**src/rtl/cond_unit_pkg.sv**
```systemverilog
// Shared definitions for the condition unit: condition codes, NZCV bit
// positions and the flag vector type.
package cond_unit_pkg;

   typedef logic [3:0] nzcv_t;

   localparam int FLAG_N = 3;
   localparam int FLAG_Z = 2;
   localparam int FLAG_C = 1;
   localparam int FLAG_V = 0;

   localparam logic [3:0] COND_EQ = 4'b0000;
   localparam logic [3:0] COND_NE = 4'b0001;
   localparam logic [3:0] COND_CS = 4'b0010;
   localparam logic [3:0] COND_CC = 4'b0011;
   localparam logic [3:0] COND_MI = 4'b0100;
   localparam logic [3:0] COND_PL = 4'b0101;
   localparam logic [3:0] COND_VS = 4'b0110;
   localparam logic [3:0] COND_VC = 4'b0111;
   localparam logic [3:0] COND_HI = 4'b1000;
   localparam logic [3:0] COND_LS = 4'b1001;
   localparam logic [3:0] COND_GE = 4'b1010;
   localparam logic [3:0] COND_LT = 4'b1011;
   localparam logic [3:0] COND_GT = 4'b1100;
   localparam logic [3:0] COND_LE = 4'b1101;
   localparam logic [3:0] COND_AL = 4'b1110;
   localparam logic [3:0] COND_NV = 4'b1111;

endpackage

```
**src/rtl/cond_unit_check.sv**
```systemverilog
// Combinational condition evaluation: 4-bit condition field against NZCV.
module cond_check
   import cond_unit_pkg::*;
#(
   parameter bit NV_EXEC = 1'b0
) (
   input  logic [3:0] cond,
   input  nzcv_t      flags,
   output logic       pass
);

   logic n, z, c, v;

   assign n = flags[FLAG_N];
   assign z = flags[FLAG_Z];
   assign c = flags[FLAG_C];
   assign v = flags[FLAG_V];

   // Decode the condition field into a single pass bit
   always_comb begin
      pass = 1'b0;
      case (cond)
         COND_EQ: pass = z;
         COND_NE: pass = ~z;
         COND_CS: pass = c;
         COND_CC: pass = ~c;
         COND_MI: pass = n;
         COND_PL: pass = ~n;
         COND_VS: pass = v;
         COND_VC: pass = ~v;
         COND_HI: pass = c & ~z;
         COND_LS: pass = ~c | z;
         COND_GE: pass = (n == v);
         COND_LT: pass = (n != v);
         COND_GT: pass = ~z & (n == v);
         COND_LE: pass = z | (n != v);
         COND_AL: pass = 1'b1;
         default: pass = NV_EXEC;
      endcase
   end

endmodule

```
**src/rtl/cond_unit.sv**
```systemverilog
// Execute-stage condition unit: architectural NZCV register, shadow copy for
// exception entry/return, and condition gating of the write strobes.
module cond_unit
   import cond_unit_pkg::*;
#(
   parameter bit HAS_SHADOW = 1'b1,
   parameter bit NV_EXEC    = 1'b0
) (
   input  logic       clk,
   input  logic       reset,
   input  logic       en,
   input  logic       valid,
   input  logic [3:0] Cond,
   input  logic [3:0] ALUFlags,
   input  logic [1:0] FlagW,
   input  logic       PCS,
   input  logic       RegW,
   input  logic       MemW,
   input  logic       NoWrite,
   input  logic       save_flags,
   input  logic       restore_flags,
   output logic       CondEx,
   output logic       PCSrc,
   output logic       RegWrite,
   output logic       MemWrite,
   output logic [3:0] Flags,
   output logic [3:0] saved_flags
);

   nzcv_t flags_q, saved_q;
   nzcv_t flags_nxt, saved_nxt;
   logic  pass;

   // Condition is checked against the registered flags only; a flag update
   // becomes visible to the next instruction, never the one producing it.
   cond_check #(.NV_EXEC(NV_EXEC)) u_check (
      .cond  (Cond),
      .flags (flags_q),
      .pass  (pass)
   );

   assign CondEx   = reset & valid & pass;
   assign PCSrc    = PCS & CondEx;
   assign RegWrite = RegW & CondEx & ~NoWrite;
   assign MemWrite = MemW & CondEx;

   // Next-state selection: ALU write per half, then restore overrides it
   always_comb begin
      flags_nxt = flags_q;
      saved_nxt = saved_q;
      if (CondEx) begin
         if (FlagW[1]) flags_nxt[FLAG_N:FLAG_Z] = ALUFlags[FLAG_N:FLAG_Z];
         if (FlagW[0]) flags_nxt[FLAG_C:FLAG_V] = ALUFlags[FLAG_C:FLAG_V];
      end
      if (HAS_SHADOW) begin
         // Both use the old values, so save+restore together is a swap
         if (restore_flags) flags_nxt = saved_q;
         if (save_flags)    saved_nxt = flags_q;
      end
   end

   // Flag and shadow registers; reset wins over en, stall holds everything
   always_ff @(posedge clk) begin
      if (!reset) begin
         flags_q <= '0;
         saved_q <= '0;
      end else if (en) begin
         flags_q <= flags_nxt;
         saved_q <= saved_nxt;
      end
   end

   assign Flags       = flags_q;
   assign saved_flags = saved_q;

endmodule
```
**config.mk**
```make
export PLATFORM = sky130hd
export DESIGN_NAME = cond_unit
export DESIGN_NICKNAME = d
export VERILOG_FILES = /design/src/rtl/cond_unit_pkg.sv /design/src/rtl/cond_unit_check.sv /design/src/rtl/cond_unit.sv
export SDC_FILE = /design/constraint.sdc
export NUM_CORES = 1
export LEC_CHECK = 0
export BUFFER_PORTS_ARGS = -buffer_cell sky130_fd_sc_hd__clkbuf_2
export CAP_MARGIN = 10
export CORE_MARGIN = 2
export CORE_UTILIZATION = 40
export CTS_CLUSTER_DIAMETER = 80
export CTS_CLUSTER_SIZE = 8
export DETAILED_ROUTE_END_ITERATION = 16
export GPL_ROUTABILITY_DRIVEN = 1
export PLACE_DENSITY = 0.76
export SLEW_MARGIN = 30
export SYNTH_ARGS = -nofsm -noshare
export SYNTH_HDL_FRONTEND = slang
export SYNTH_SLANG_ARGS = --single-unit
```
**constraint.sdc**
```tcl
create_clock -name clk -period 3.25 [get_ports clk]
set_input_delay 0.65 -clock clk [delete_from_list [all_inputs] [get_ports clk]]
set_output_delay 0.65 -clock clk [all_outputs]
set_load 0.005 [all_outputs]
```
==> results of run 1 <==
## cell usage after synthesis (all sizes together)
cell type,number,area (sq um)
a211oi,1,7.51
a21boi,4,30.0
a21oi,1,16.3
a22oi,1,12.5
a311oi,1,26.3
a41oi,1,8.76
and2,2,12.5
and2b,1,7.51
and3b,3,26.3
and4bb,2,25.0
buf,3,23.8
clkbuf,2,7.51
dfxtp,8,160
inv,1,3.75
mux2,4,45.0
mux2i,6,60.1
nand2,16,60.1
nand3,7,35.0
nor2b,3,21.3
o21ai,3,22.5
o22ai,1,6.26
o31a,1,8.76
or4b,1,13.8
xnor2,2,17.5
xor2,1,8.76
## cells by family (layout without fill, tap and decap cells)
family / Yosys count / after routing / share of synthesized area [%]
buffers and inverters: 6 / 35 / 5.25
muxes: 10 / 10 / 15.8
and+or+nand+nor: 35 / 35 / 30.2
DFF: 8 / 8 / 24.0
AOI/OAI and AO/OA: 14 / 14 / 20.8
xor gates and xnor gates: 3 / 3 / 3.94
## per-stage QoR
stage	util (%)	area, sq um
3_5_place_dp	52.6	811
6_report	54.1	833
5_1_grt	54.1	833
4_1_cts	54.1	833
2_1_floorplan	-	667
3_3_place_gp	52.6	811
## routing by layer
layer / share of wire [%] / GRT usage, %
met4: 0.65 / 8.82
met5: 0 / 0
met2: 45 / 25.2
met1: 49 / 23.9
met3: 5.5 / 4.00
## report_power, final
group	total, W	internal (W)	switching [W]
Clock	0.0000749	0.0000422	0.0000327
Combinational	0.0000650	0.0000322	0.0000327
Sequential	0.000104	0.000101	0.00000384
Total	0.000244	0.000175	0.0000693
## how the worst min path moves through the flow
stage                     depth (start not counted)                         from                           to
after floorplan                                   2  saved_flags[0]$_SDFFE_PN0P_  saved_flags[0]$_SDFFE_PN0P_
after global placement                            2  saved_flags[0]$_SDFFE_PN0P_  saved_flags[0]$_SDFFE_PN0P_
after detailed placement                          2  saved_flags[1]$_SDFFE_PN0P_  saved_flags[1]$_SDFFE_PN0P_
after CTS                                         2  saved_flags[0]$_SDFFE_PN0P_  saved_flags[0]$_SDFFE_PN0P_
after global routing                              2  saved_flags[0]$_SDFFE_PN0P_  saved_flags[0]$_SDFFE_PN0P_
final                                             2  saved_flags[1]$_SDFFE_PN0P_  saved_flags[1]$_SDFFE_PN0P_
## tightest hold or removal path, delay by kind of cell, from the launching register on
family / cells / cell delay (ns)
compound gates: 1 / 0.06
simple gates: 1 / 0.05
flops: 1 / 0.32
## layout make-up
type                            count  area, sq um
Multi-Input combinational cell     62          472
Timing Repair Buffer               31          155
Sequential cell                     8          160
Clock buffer                        3         22.5
Tap cell                           16         20.0
Fill cell                         146          708
Inverter                            1         3.75
## state kept, by name (all words and copies together), names as in the netlist
register,flops
Flags,4
saved_flags,4
## cells in the final DEF, fill, tap and decap left out, types with 2 or more instances in the layout
cell type and count:
clkbuf_4 3, nand2_1 16, nor2b_1 2, o21ai_2 2
xnor2_1 2, a21boi_0 4, nand3_1 7, and3b_1 3
mux2i_1 6, mux2_2 4, dfxtp_1 8, and2_1 2
clkbuf_2 31
==> metrics, run 1 <==
Tcrit/Tclk final 88.1%; worst-case clock skew 0.00740 ns; Worst Path Buf+Inv 2; CTS tree done; RSZ-0062 raised after global routing no; clock buffer count from CTS 3; IO buf count 31; worst-path cell chain clkbuf_2, and4bb_2, a211oi_1, o22ai_1, a311oi_4, nor2b_2, and2_1, clkbuf_2; Routability Congestion 0.830; number of H-tree levels 1; Overflow after GRT 0; layout cells sized above 1 between 40% and 50%; first-pass GRT wire length 2460 um; R2R Setup Slk 1.40 ns; Seq/Total Area, Yosys 24.0%; worst slew pin tran 0.333 ns; Slowest Stage Delay on Critical Path roughly 0.38 ns; largest buffer count on any clock path 2; worst r2r src Flags[3]$_SDFFE_PN0P_; drt pass-1 iters 4; row count 14; die footprint 2010 sq um; DIE WIDTH 44.8 um; largest net degree at the start of global routing 14; synthesized area between 600 and 700 sq um; Startpoint Class input port; Initial Util 43.3%; Synthesized Nets 96; CP max FO 11; Critical Path AT 2.21 ns; initial antenna violation count 0; routed vias roughly 650; postcts setup bufs 0; Slew Limit Fails 0; Ports 32; hpwl dp 1230 um; Inst Count DP 118; Hold WS 0.482 ns; core footprint 1540 sq um; Fin. Hold Viols 0; CP Class in -> out; via/cell ratio 5.40; PwrDens between 200 and 300 nW/um^2; Fmax achieved 349 MHz; setup ws final just under 0.4 ns; run status finished, final reports clean; die height ~45 um; FF+latch count, synth 8; n_diodes 0; synth unique cells 30; leakage power about 0.38 nW; VDD IR max 0.145 mV; Starting DRT DRC Count 4; Max Cap Viol 0; Stages on worst setup path 8; Post-Syn Instances 76; final WL 1540 um; Synth-to-Final Area Change 25.0%; R2R cell count 6; CTS sink count 8; cts repair resizes 0; Fin Setup TNS 0 ns; total of warnings raised by yosys 0; CTS Hold Bufs 0; nets roughly 130; gr usage total between 10% and 20%; clock slew at reported path FFs 0.06 ns; syn avg cell area 8.77 sq um; Root Buffer clkbuf_4; Top cell by count, worst path clkbuf_2; crit path time final 2.86 ns; CP Capture Point MemWrite; CP top delay family compound AO/OA/AOI/OAI gates; CP required 2.60 ns; routed len/inst 12.7 um; DRC 0; Slew Limit Headroom between 70% and 80%; final setup violation count 0; Setup crit end kind output pin; Hold Crit Class reg -> reg; Setup crit start Cond[2]; vias in the first global route 547; pre-CTS setup slack ~0.38 ns; Non-Filler Instances ~120; CP max stage cell a311oi_4; RR Endpoint Flags[2]$_SDFFE_PN0P_; Design Power 0.000244 W; clk_lat worst skew ~0.25 ns; Post-DRT Antenna Nets 0
(Power assumes the default switching activity.)
==> run 2: changes to the inputs <==
--- a/config.mk
+++ b/config.mk
@@ -7,6 +7,7 @@
 export LEC_CHECK = 0
 export BUFFER_PORTS_ARGS = -buffer_cell sky130_fd_sc_hd__clkbuf_2
 export CAP_MARGIN = 10
+export CORE_ASPECT_RATIO = 1.2
 export CORE_MARGIN = 2
 export CORE_UTILIZATION = 40
 export CTS_CLUSTER_DIAMETER = 80
==> run 2 against run 1 <==
Net effect:
- clock skew fell by 0.0047 ns
- register-to-register slack barely moved
- via count increased by 0.46%
- cell count up 1.7%
- non-clock buffer count unchanged
- highest routed layer unchanged
- die area is essentially flat
==> metrics, run 2 (synthesis results as in run 1) <==
run status finished, final reports clean; nets between 100 and 150; CP max FO 7; FF+latch area approximately 160 sq um; Fmax achieved 354 MHz; worst-path cell chain clkbuf_2, xor2_1, or4b_4, a21oi_4, a311oi_4, nor2b_2, and3b_1, clkbuf_2; Design Power between 0.0002 and 0.00025 W; RSZ-0062 raised after global routing no; Startpoint Class input port; routed len/inst 12.6 um; hold_sp saved_flags[0]$_SDFFE_PN0P_; Setup crit end kind output pin; Ports 32; CP max stage cell or4b_4; most frequent cells in the layout clkbuf_2, nand2_1, dfxtp_1; WHS Endpoint saved_flags[0]$_SDFFE_PN0P_; Top cell by count, worst path clkbuf_2; clk_lat worst skew 0.25 ns; IO buf count 31; number of H-tree levels 1; Sw Ratio 28.5%; WHS Path Cells 2; cts repair resizes 0; CTS tree done; area of the multi-input gates roughly 470 sq um; core footprint 1600 sq um; Starting DRT DRC Count 9; final setup violation count 0; Filler Cells Inserted 173; Hold WS between 0.4 and 0.5 ns; Initial Util 41.6%; worst-case clock skew 0.00267 ns; CTS sink count 8; Finished Cell Area around 840 sq um; routed vias 657; gr usage total 18.1%; vias in the first global route 625; most common cell after layout, fill and taps aside clkbuf_2; die height 48.7 um; Tcrit/Tclk final 86.8%; VDD IR max around 0.17 mV; CP required 2.60 ns; row count 16; Int Power 0.000175 W; crit path time final roughly 2.8 ns; RR Endpoint Flags[2]$_SDFFE_PN0P_; worst r2r src Flags[0]$_SDFFE_PN0P_; Post-DRT Antenna Nets 0; Synth-to-Final Area Change 25.3%; postcts setup bufs 0; Hold Crit Class reg -> reg; Routability Congestion 0.731; CTS Hold Bufs 0; DP Area about 810 sq um; clock slew at reported path FFs 0.05 ns; largest buffer count on any clock path 2; Root Buffer clkbuf_4; DRC 0; n_diodes 0; first-pass GRT wire length 2590 um; worst slew pin tran between 0.3 and 0.4 ns; drt pass-1 iters 4; Fin Setup TNS 0 ns; die footprint 2010 sq um; R2R Setup Slk 1.40 ns; clock group share of total power roughly 31%; via/cell ratio 5.34; DIE WIDTH 41.3 um; CP Class in -> out; Comb power frac 26.3%; Slew Limit Headroom 76.2%; Slew Limit Fails 0; Fin. Hold Viols 0; Flop pwr share between 40% and 50%; largest net degree at the start of global routing 14; initial antenna violation count 0; Max Cap Viol 0; final WL 1550 um; hpwl dp approximately 1300 um; Critical Path AT 2.17 ns; R2R cell count 6; Finished Core Util 52.2%; Slowest Stage Delay on Critical Path 0.54 ns; NetSw between 0.00006 and 0.00007 W; Overflow after GRT 0; leakage power 0.379 nW; clock buffer count from CTS 3; layout cells sized above 1 43.8%; PwrDens 293 nW/um^2
## run 2: cell counts in the layout (fill, tap and decap cells not counted)
No cell type changed its count.
## run 2: worst max path at each step
stage	from	to	slack, ns	cells past startpoint
6_report	Cond[0]	RegWrite	0.43	8
5_1_grt	Cond[2]	MemWrite	0.27	8
4_1_cts	Cond[0]	RegWrite	0.41	8
3_5_place_dp	Cond[0]	RegWrite	0.41	8
3_3_place_gp	Cond[0]	RegWrite	0.46	8
2_1_floorplan	Cond[0]	RegWrite	0.59	7
## run 2: power groups by stage
stage,Combinational [W],Sequential [W],Clock (W)
6_report,0.0000644,0.000104,0.0000759
5_1_grt,0.0000712,0.000105,0.0000839
4_1_cts,0.0000649,0.000104,0.0000782
3_5_place_dp,0.0000646,0.000106,0
3_3_place_gp,0.0000630,0.000106,0
2_1_floorplan,0.0000447,0.000106,0
## run 2: final cells by class
type | instances | area share (%)
Tap cell | 18 | 2.69
Inverter | 1 | 0.449
Sequential cell | 8 | 19.2
Timing Repair Buffer | 31 | 18.6
Clock buffer | 3 | 2.69
Multi-Input combinational cell | 62 | 56.4
## run 2: metrics by stage
stage,setup slack [ns],cells
floorplan,0.588,76
global placement,0.459,120
detailed placement,0.414,120
CTS,0.414,123
global route,0.273,123
finish,0.428,123
## run 2: metal layers
metal | vias up | routed length [um] | global-route usage (%)
met5 | - | 0 | 0
met1 | 295 | 638 | 21.9
met3 | 3 | 96 | 2.29
met4 | 0 | 27 | 10.2
li1 | 332 | - | -
met2 | 27 | 783 | 28.9
## run 2: worst max-delay path, delay by kind of cell
family,cells,cell delay (ns)
AOI/OAI and AO/OA,2,0.25
buffers and inverters,2,0.24
xor gates and xnor gates,1,0.17
and+or+nand+nor,3,0.87
